==> src/rtl/key_schedule_gen.sv <==
// Sequential round-key expansion engine with a nibble S-box and a registered read port.
// Optional macro KEYGEN_SBOX_REG_EN adds a SUB state that registers the S-box output (2 cycles per round).
module key_schedule_gen #(
  parameter  int WORDS  = 4,
  parameter  int ROUNDS = 2,
  localparam int KW     = 4 * WORDS,
  localparam int IDX_W  = $clog2(ROUNDS + 1)
) (
  input  logic             clk,
  input  logic             nrst,
  input  logic             start,
  input  logic [KW-1:0]    key,
  output logic             ready,
  output logic             busy,
  output logic             done,
  output logic             valid,
  input  logic [IDX_W-1:0] rd_idx,
  output logic [KW-1:0]    rd_key
);

`ifdef KEYGEN_SBOX_REG_EN
  typedef enum logic [1:0] {S_IDLE = 2'd0, S_SUB = 2'd1, S_MIX = 2'd2, S_DONE = 2'd3} state_t;
  localparam state_t S_ROUND = S_SUB;
`else
  typedef enum logic [1:0] {S_IDLE = 2'd0, S_MIX = 2'd2, S_DONE = 2'd3} state_t;
  localparam state_t S_ROUND = S_MIX;
`endif

  function automatic logic [3:0] sbox(input logic [3:0] x);
    case (x)
      4'h0: sbox = 4'hE;
      4'h1: sbox = 4'h4;
      4'h2: sbox = 4'hD;
      4'h3: sbox = 4'h1;
      4'h4: sbox = 4'h2;
      4'h5: sbox = 4'hF;
      4'h6: sbox = 4'hB;
      4'h7: sbox = 4'h8;
      4'h8: sbox = 4'h3;
      4'h9: sbox = 4'hA;
      4'hA: sbox = 4'h6;
      4'hB: sbox = 4'hC;
      4'hC: sbox = 4'h5;
      4'hD: sbox = 4'h9;
      4'hE: sbox = 4'h0;
      4'hF: sbox = 4'h7;
      default: sbox = 4'h0;
    endcase
  endfunction

  // Nibble 0 sits in the MSBs; each later nibble chains off the freshly computed one.
  function automatic logic [KW-1:0] round_fn(input logic [KW-1:0] k, input logic [3:0] s,
                                             input logic [3:0] rc);
    logic [KW-1:0] res;
    logic [3:0]    prev;
    res  = '0;
    prev = k[KW-1 -: 4] ^ s ^ rc;
    res[KW-1 -: 4] = prev;
    for (int j = 1; j < WORDS; j++) begin
      prev = k[KW-1-4*j -: 4] ^ prev;
      res[KW-1-4*j -: 4] = prev;
    end
    return res;
  endfunction

  state_t           r_state;
  logic [KW-1:0]    r_buf [0:ROUNDS];
  logic [KW-1:0]    r_work;
  logic [IDX_W-1:0] r_cnt;
  logic             r_ready;
  logic             r_busy;
  logic             r_done;
  logic             r_valid;
  logic [KW-1:0]    r_rd_key;
  logic [3:0]       w_sub;
  logic [KW-1:0]    w_next;

`ifdef KEYGEN_SBOX_REG_EN
  logic [3:0] r_sub;
  assign w_sub = r_sub;
`else
  assign w_sub = sbox(r_work[3:0]);
`endif

  assign w_next = round_fn(r_work, w_sub, 4'(r_cnt));

  // Expansion FSM, working key, round counter and round-key buffer.
  always_ff @(posedge clk) begin
    if (!nrst) begin
      r_state <= S_IDLE;
      r_ready <= 1'b1;
      r_busy  <= 1'b0;
      r_done  <= 1'b0;
      r_valid <= 1'b0;
      r_cnt   <= '0;
      r_work  <= '0;
`ifdef KEYGEN_SBOX_REG_EN
      r_sub   <= 4'h0;
`endif
      for (int i = 0; i <= ROUNDS; i++) r_buf[i] <= '0;
    end else begin
      r_done <= 1'b0;
      case (r_state)
        S_IDLE: begin
          if (start) begin
            for (int i = 0; i <= ROUNDS; i++) r_buf[i] <= '0;
            r_buf[0] <= key;
            r_work   <= key;
            r_cnt    <= IDX_W'(1);
            r_valid  <= 1'b0;
            r_ready  <= 1'b0;
            r_busy   <= 1'b1;
            r_state  <= S_ROUND;
          end
        end
`ifdef KEYGEN_SBOX_REG_EN
        S_SUB: begin
          r_sub   <= sbox(r_work[3:0]);
          r_state <= S_MIX;
        end
`endif
        S_MIX: begin
          r_buf[r_cnt] <= w_next;
          r_work       <= w_next;
          if (r_cnt == IDX_W'(ROUNDS)) begin
            r_state <= S_DONE;
          end else begin
            r_cnt   <= r_cnt + IDX_W'(1);
            r_state <= S_ROUND;
          end
        end
        S_DONE: begin
          r_done  <= 1'b1;
          r_valid <= 1'b1;
          r_ready <= 1'b1;
          r_busy  <= 1'b0;
          r_state <= S_IDLE;
        end
        default: begin
          r_ready <= 1'b1;
          r_busy  <= 1'b0;
          r_state <= S_IDLE;
        end
      endcase
    end
  end

  // Registered read port; indices past the last round read as zero.
  always_ff @(posedge clk) begin
    if (!nrst) begin
      r_rd_key <= '0;
    end else if (rd_idx <= IDX_W'(ROUNDS)) begin
      r_rd_key <= r_buf[rd_idx];
    end else begin
      r_rd_key <= '0;
    end
  end

  assign ready  = r_ready;
  assign busy   = r_busy;
  assign done   = r_done;
  assign valid  = r_valid;
  assign rd_key = r_rd_key;

endmodule

==> config.mk <==
export PLATFORM = sky130hd
export DESIGN_NAME = key_schedule_gen
export DESIGN_NICKNAME = d
export VERILOG_FILES = /design/src/rtl/key_schedule_gen.sv
export SDC_FILE = /design/constraint.sdc
export NUM_CORES = 1
export LEC_CHECK = 0
export ABC_AREA = 0
export BUFFER_PORTS_ARGS = -buffer_cell sky130_fd_sc_hd__buf_2
export CAP_MARGIN = 20
export CORE_MARGIN = 5
export CORE_UTILIZATION = 40
export DETAILED_ROUTE_END_ITERATION = 10
export SLEW_MARGIN = 20
export SYNTH_ARGS = -nofsm -noshare
export SYNTH_HDL_FRONTEND = slang
export SYNTH_SLANG_ARGS = --single-unit
==> constraint.sdc <==
create_clock -name clk -period 3.1 [get_ports clk]
set_input_delay 0.62 -clock clk [delete_from_list [all_inputs] [get_ports clk]]
set_output_delay 0.62 -clock clk [all_outputs]
set_load 0.01 [all_outputs]
==> key figures <==
Status
  – Status: complete, no violations

Global route
  – Gr ovfl total: 0
  – Global Route Usage Sum: 15.6%
  – Largest net degree at the start of global routing: 30
  – Antenna violations before repair: 0
  – First-pass GRT wire length: 15400 um
  – Vias in the first global route: 2960

Final layout
  – Layout cell share with drive strength beyond 1: between 10% and 20%
  – Area of the multi-input gates: roughly 0.0018 mm2
  – Diode count: 0
  – Register area: 0.00232 mm2
  – Fillers: 992
  – Area growth syn-to-layout: 14.2%
  – Fin nets: between 400 and 500
  – Commonest non-fill, non-tap cell in the layout: nor2_1
  – Most frequent cells in the layout: nor2_1, edfxtp_1, dfxtp_1

Detailed routing
  – DRC viols: 0
  – Routed via count: 3066
  – Iter 0 DRT Violations: 226
  – Via/cell ratio: 5.19
  – Average wire per standard cell: ~16 um
  – Routed wire length: between 9000 and 10000 um
  – Antenna viol nets, final: 0
  – Drt pass-1 iters: 4

Power
  – Final Power: 3130 uW
  – Worst VDD drop: 0.316 mV
  – Leakage: 0.00203 uW
  – Pwr/cell area: 649 mW/mm2

Critical path
  – Crit path largest cell delay: ~0.50 ns
  – Crit path cell chain: xnor3_2 > xor3_1 > a211o_1 > a221o_1 > and2_1 > ha_1 > mux2_2 > a32o_1
  – Crit path max fanout: 5
  – Reg-to-reg slack, setup: 0.17 ns
  – Kind of critical path: reg -> reg
  – Crit-path slowest cell: xnor3_2
  – Critical Path Sink Type: flop
  – Worst path required time: 3.36 ns
  – Critical path launch point type: flop
  – Arr. time, crit path: 3.19 ns

STA
  – Slew Limit Fails: 0
  – Clock Skews: 0.0110 ns
  – Fin crit share: a little over nine tenths
  – Hold slack: 0.455 ns
  – Final setup fails: 0
  – Endpoints failing hold: 0
  – Final min period: 2.93 ns
  – Fmax: 0.341 GHz
  – Worst-Margin Slew: 0.554 ns
  – RSZ-0062 raised after global routing: no
  – Setup TNS: 0 ns
  – Relative slew slack: 63.1%

Synthesis
  – Post-synthesis sequential area ratio: 55.1%
  – Syn nets: 433
  – Top_reg_cell synth: edfxtp_1
  – Post-Synthesis Cells: 406
  – Synth unique cells: 44
  – Fraction of registers with async set/reset: 0%
  – Syn Area/Cell: just over 10 um2
  – Synth Cell Area: 0.00422 mm2
  – Synth Register Bits: 92
  – Yosys warns: 0
  – Count of flip-flops with a built-in enable after synthesis: 48

Clock network
  – Clock root cell: clkbuf_8
  – Clk_lat worst skew: 0.36 ns
  – CTS H-tree lvls: 3
  – # clock sinks: 92
  – Postcts setup bufs: 0
  – Buffer depth of the longest clock path: 2
  – Clock transition at path regs: 0.09 ns
  – CTS Buf Count: 9
  – CTS tree: done

Floorplanning
  – Starting utilization of the core area: 40.9%
  – Die Y: 113 um
  – Die footprint: 0.0127 mm2
  – Core area: 0.0103 mm2
  – I/O pins: 41
  – Num rows: 37
  – Die W: roughly 110 um

Placed design
  – I/O Buffers: 40
  – Final GP Congestion: between 0.8 and 0.9
  – Post-DP HPWL: 6490 um

Run
  – Max_cap viols: 0

Hold path
  – Hold crit path type: reg -> reg
## power by group
part           total, uW  leakage, uW  internal [uW]  switching [uW]
combinational        848      0.00105            392             456
sequential          1510     0.000896           1430            85.8
clock                766    0.0000870            369             396
## sequential cells by signal (all words and copies together) (netlist names)
name,cells
busy,1
rd_key,16
r_buf,48
done,1
r_cnt,2
ready,1
w_sub,4
r_work,16
r_state,2
valid,1
## Yosys cell counts (all sizes together) (2+ instances only)
cell type / instances / area share [%]
a221o: 2 / 0.47
edfxtp: 48 / 34
xnor2: 5 / 1.0
dfxtp: 44 / 21
a21oi: 25 / 3.0
nor2: 72 / 6.4
xor3: 3 / 1.7
o21a: 3 / 0.53
nand3: 2 / 0.24
xnor3: 4 / 2.1
a31oi: 2 / 0.30
o21ai: 27 / 3.2
inv: 5 / 0.45
mux2: 3 / 0.80
and3: 3 / 0.45
clkbuf: 24 / 2.1
mux2i: 22 / 5.2
nor3: 2 / 0.24
nand2: 35 / 3.1
a211o: 2 / 0.42
and2: 23 / 3.4
ha: 6 / 1.8
o22ai: 8 / 1.2
xor2: 4 / 0.83
o221ai: 7 / 1.5
nand2b: 3 / 0.45
a221oi: 4 / 0.83
nor2b: 2 / 0.30
## layer usage
metal / part of all wire, % / up-vias / global-route usage [%]
met5: 0 / - / 0
met4: 1.2 / 0 / 4.73
met3: 4.4 / 11 / 3.77
li1: - / 1517 / -
met2: 51 / 60 / 27.1
met1: 44 / 1478 / 19.1
## through the flow
stage | std cells | util (%) | area (um2) | setup slack [ns]
final | 591 | 46.6 | 4820 | 0.171
after floorplan | 406 | - | 4220 | 0.246
after global placement | 575 | 44.8 | 4630 | 0.250
after CTS | 591 | 46.6 | 4810 | 0.152
after detailed placement | 575 | 44.8 | 4630 | 0.181
after global routing | 591 | 46.6 | 4820 | 0.0264
## path summary, 6_finish.rpt
kind              startpoint  endpoint  depth (start not counted)
hold reg to reg         busy      busy                          2
setup / recovery    r_cnt[0]  w_sub[0]                          8
hold / removal          busy      busy                          2
setup reg to reg    r_cnt[0]  w_sub[0]                          8
## layout make-up
class / count / share of cell area [%]
clock buffers: 11 / 2.73
clock inverters: 5 / 1.12
flip-flops and latches: 92 / 48.2
inverters: 6 / 0.468
well taps: 136 / 3.53
repair buffers: 58 / 6.96
multi-input cells: 283 / 37.0
## logic make-up (layout without fill, tap and decap cells)
family / Yosys count / in the layout / synth area share, %
AND/OR/NAND/NOR: 145 / 145 / 15.1
AO/OA/AOI/OAI: 91 / 91 / 13.6
buffers and inverters: 31 / 80 / 2.76
flip-flops: 92 / 92 / 55.1
multiplexers: 25 / 25 / 6.02
adder cells (fa/ha/maj): 6 / 6 / 1.78
XOR/XNOR: 16 / 16 / 5.70
## worst max-delay path: cells and delay by family, from the launching register on
| kind | cells | cell delay [ns] |
|---|---|---|
| compound gates | 3 | 0.89 |
| flops | 1 | 0.40 |
| mux | 1 | 0.27 |
| xor+xnor | 2 | 0.76 |
| fa+ha+maj | 1 | 0.31 |
| simple gates | 1 | 0.21 |
## timing repair
item	in CTS	in global routing
resized for setup	0	1
setup endpoints to repair	0	1
hold buffers	0	0
(Power assumes the default switching activity.)
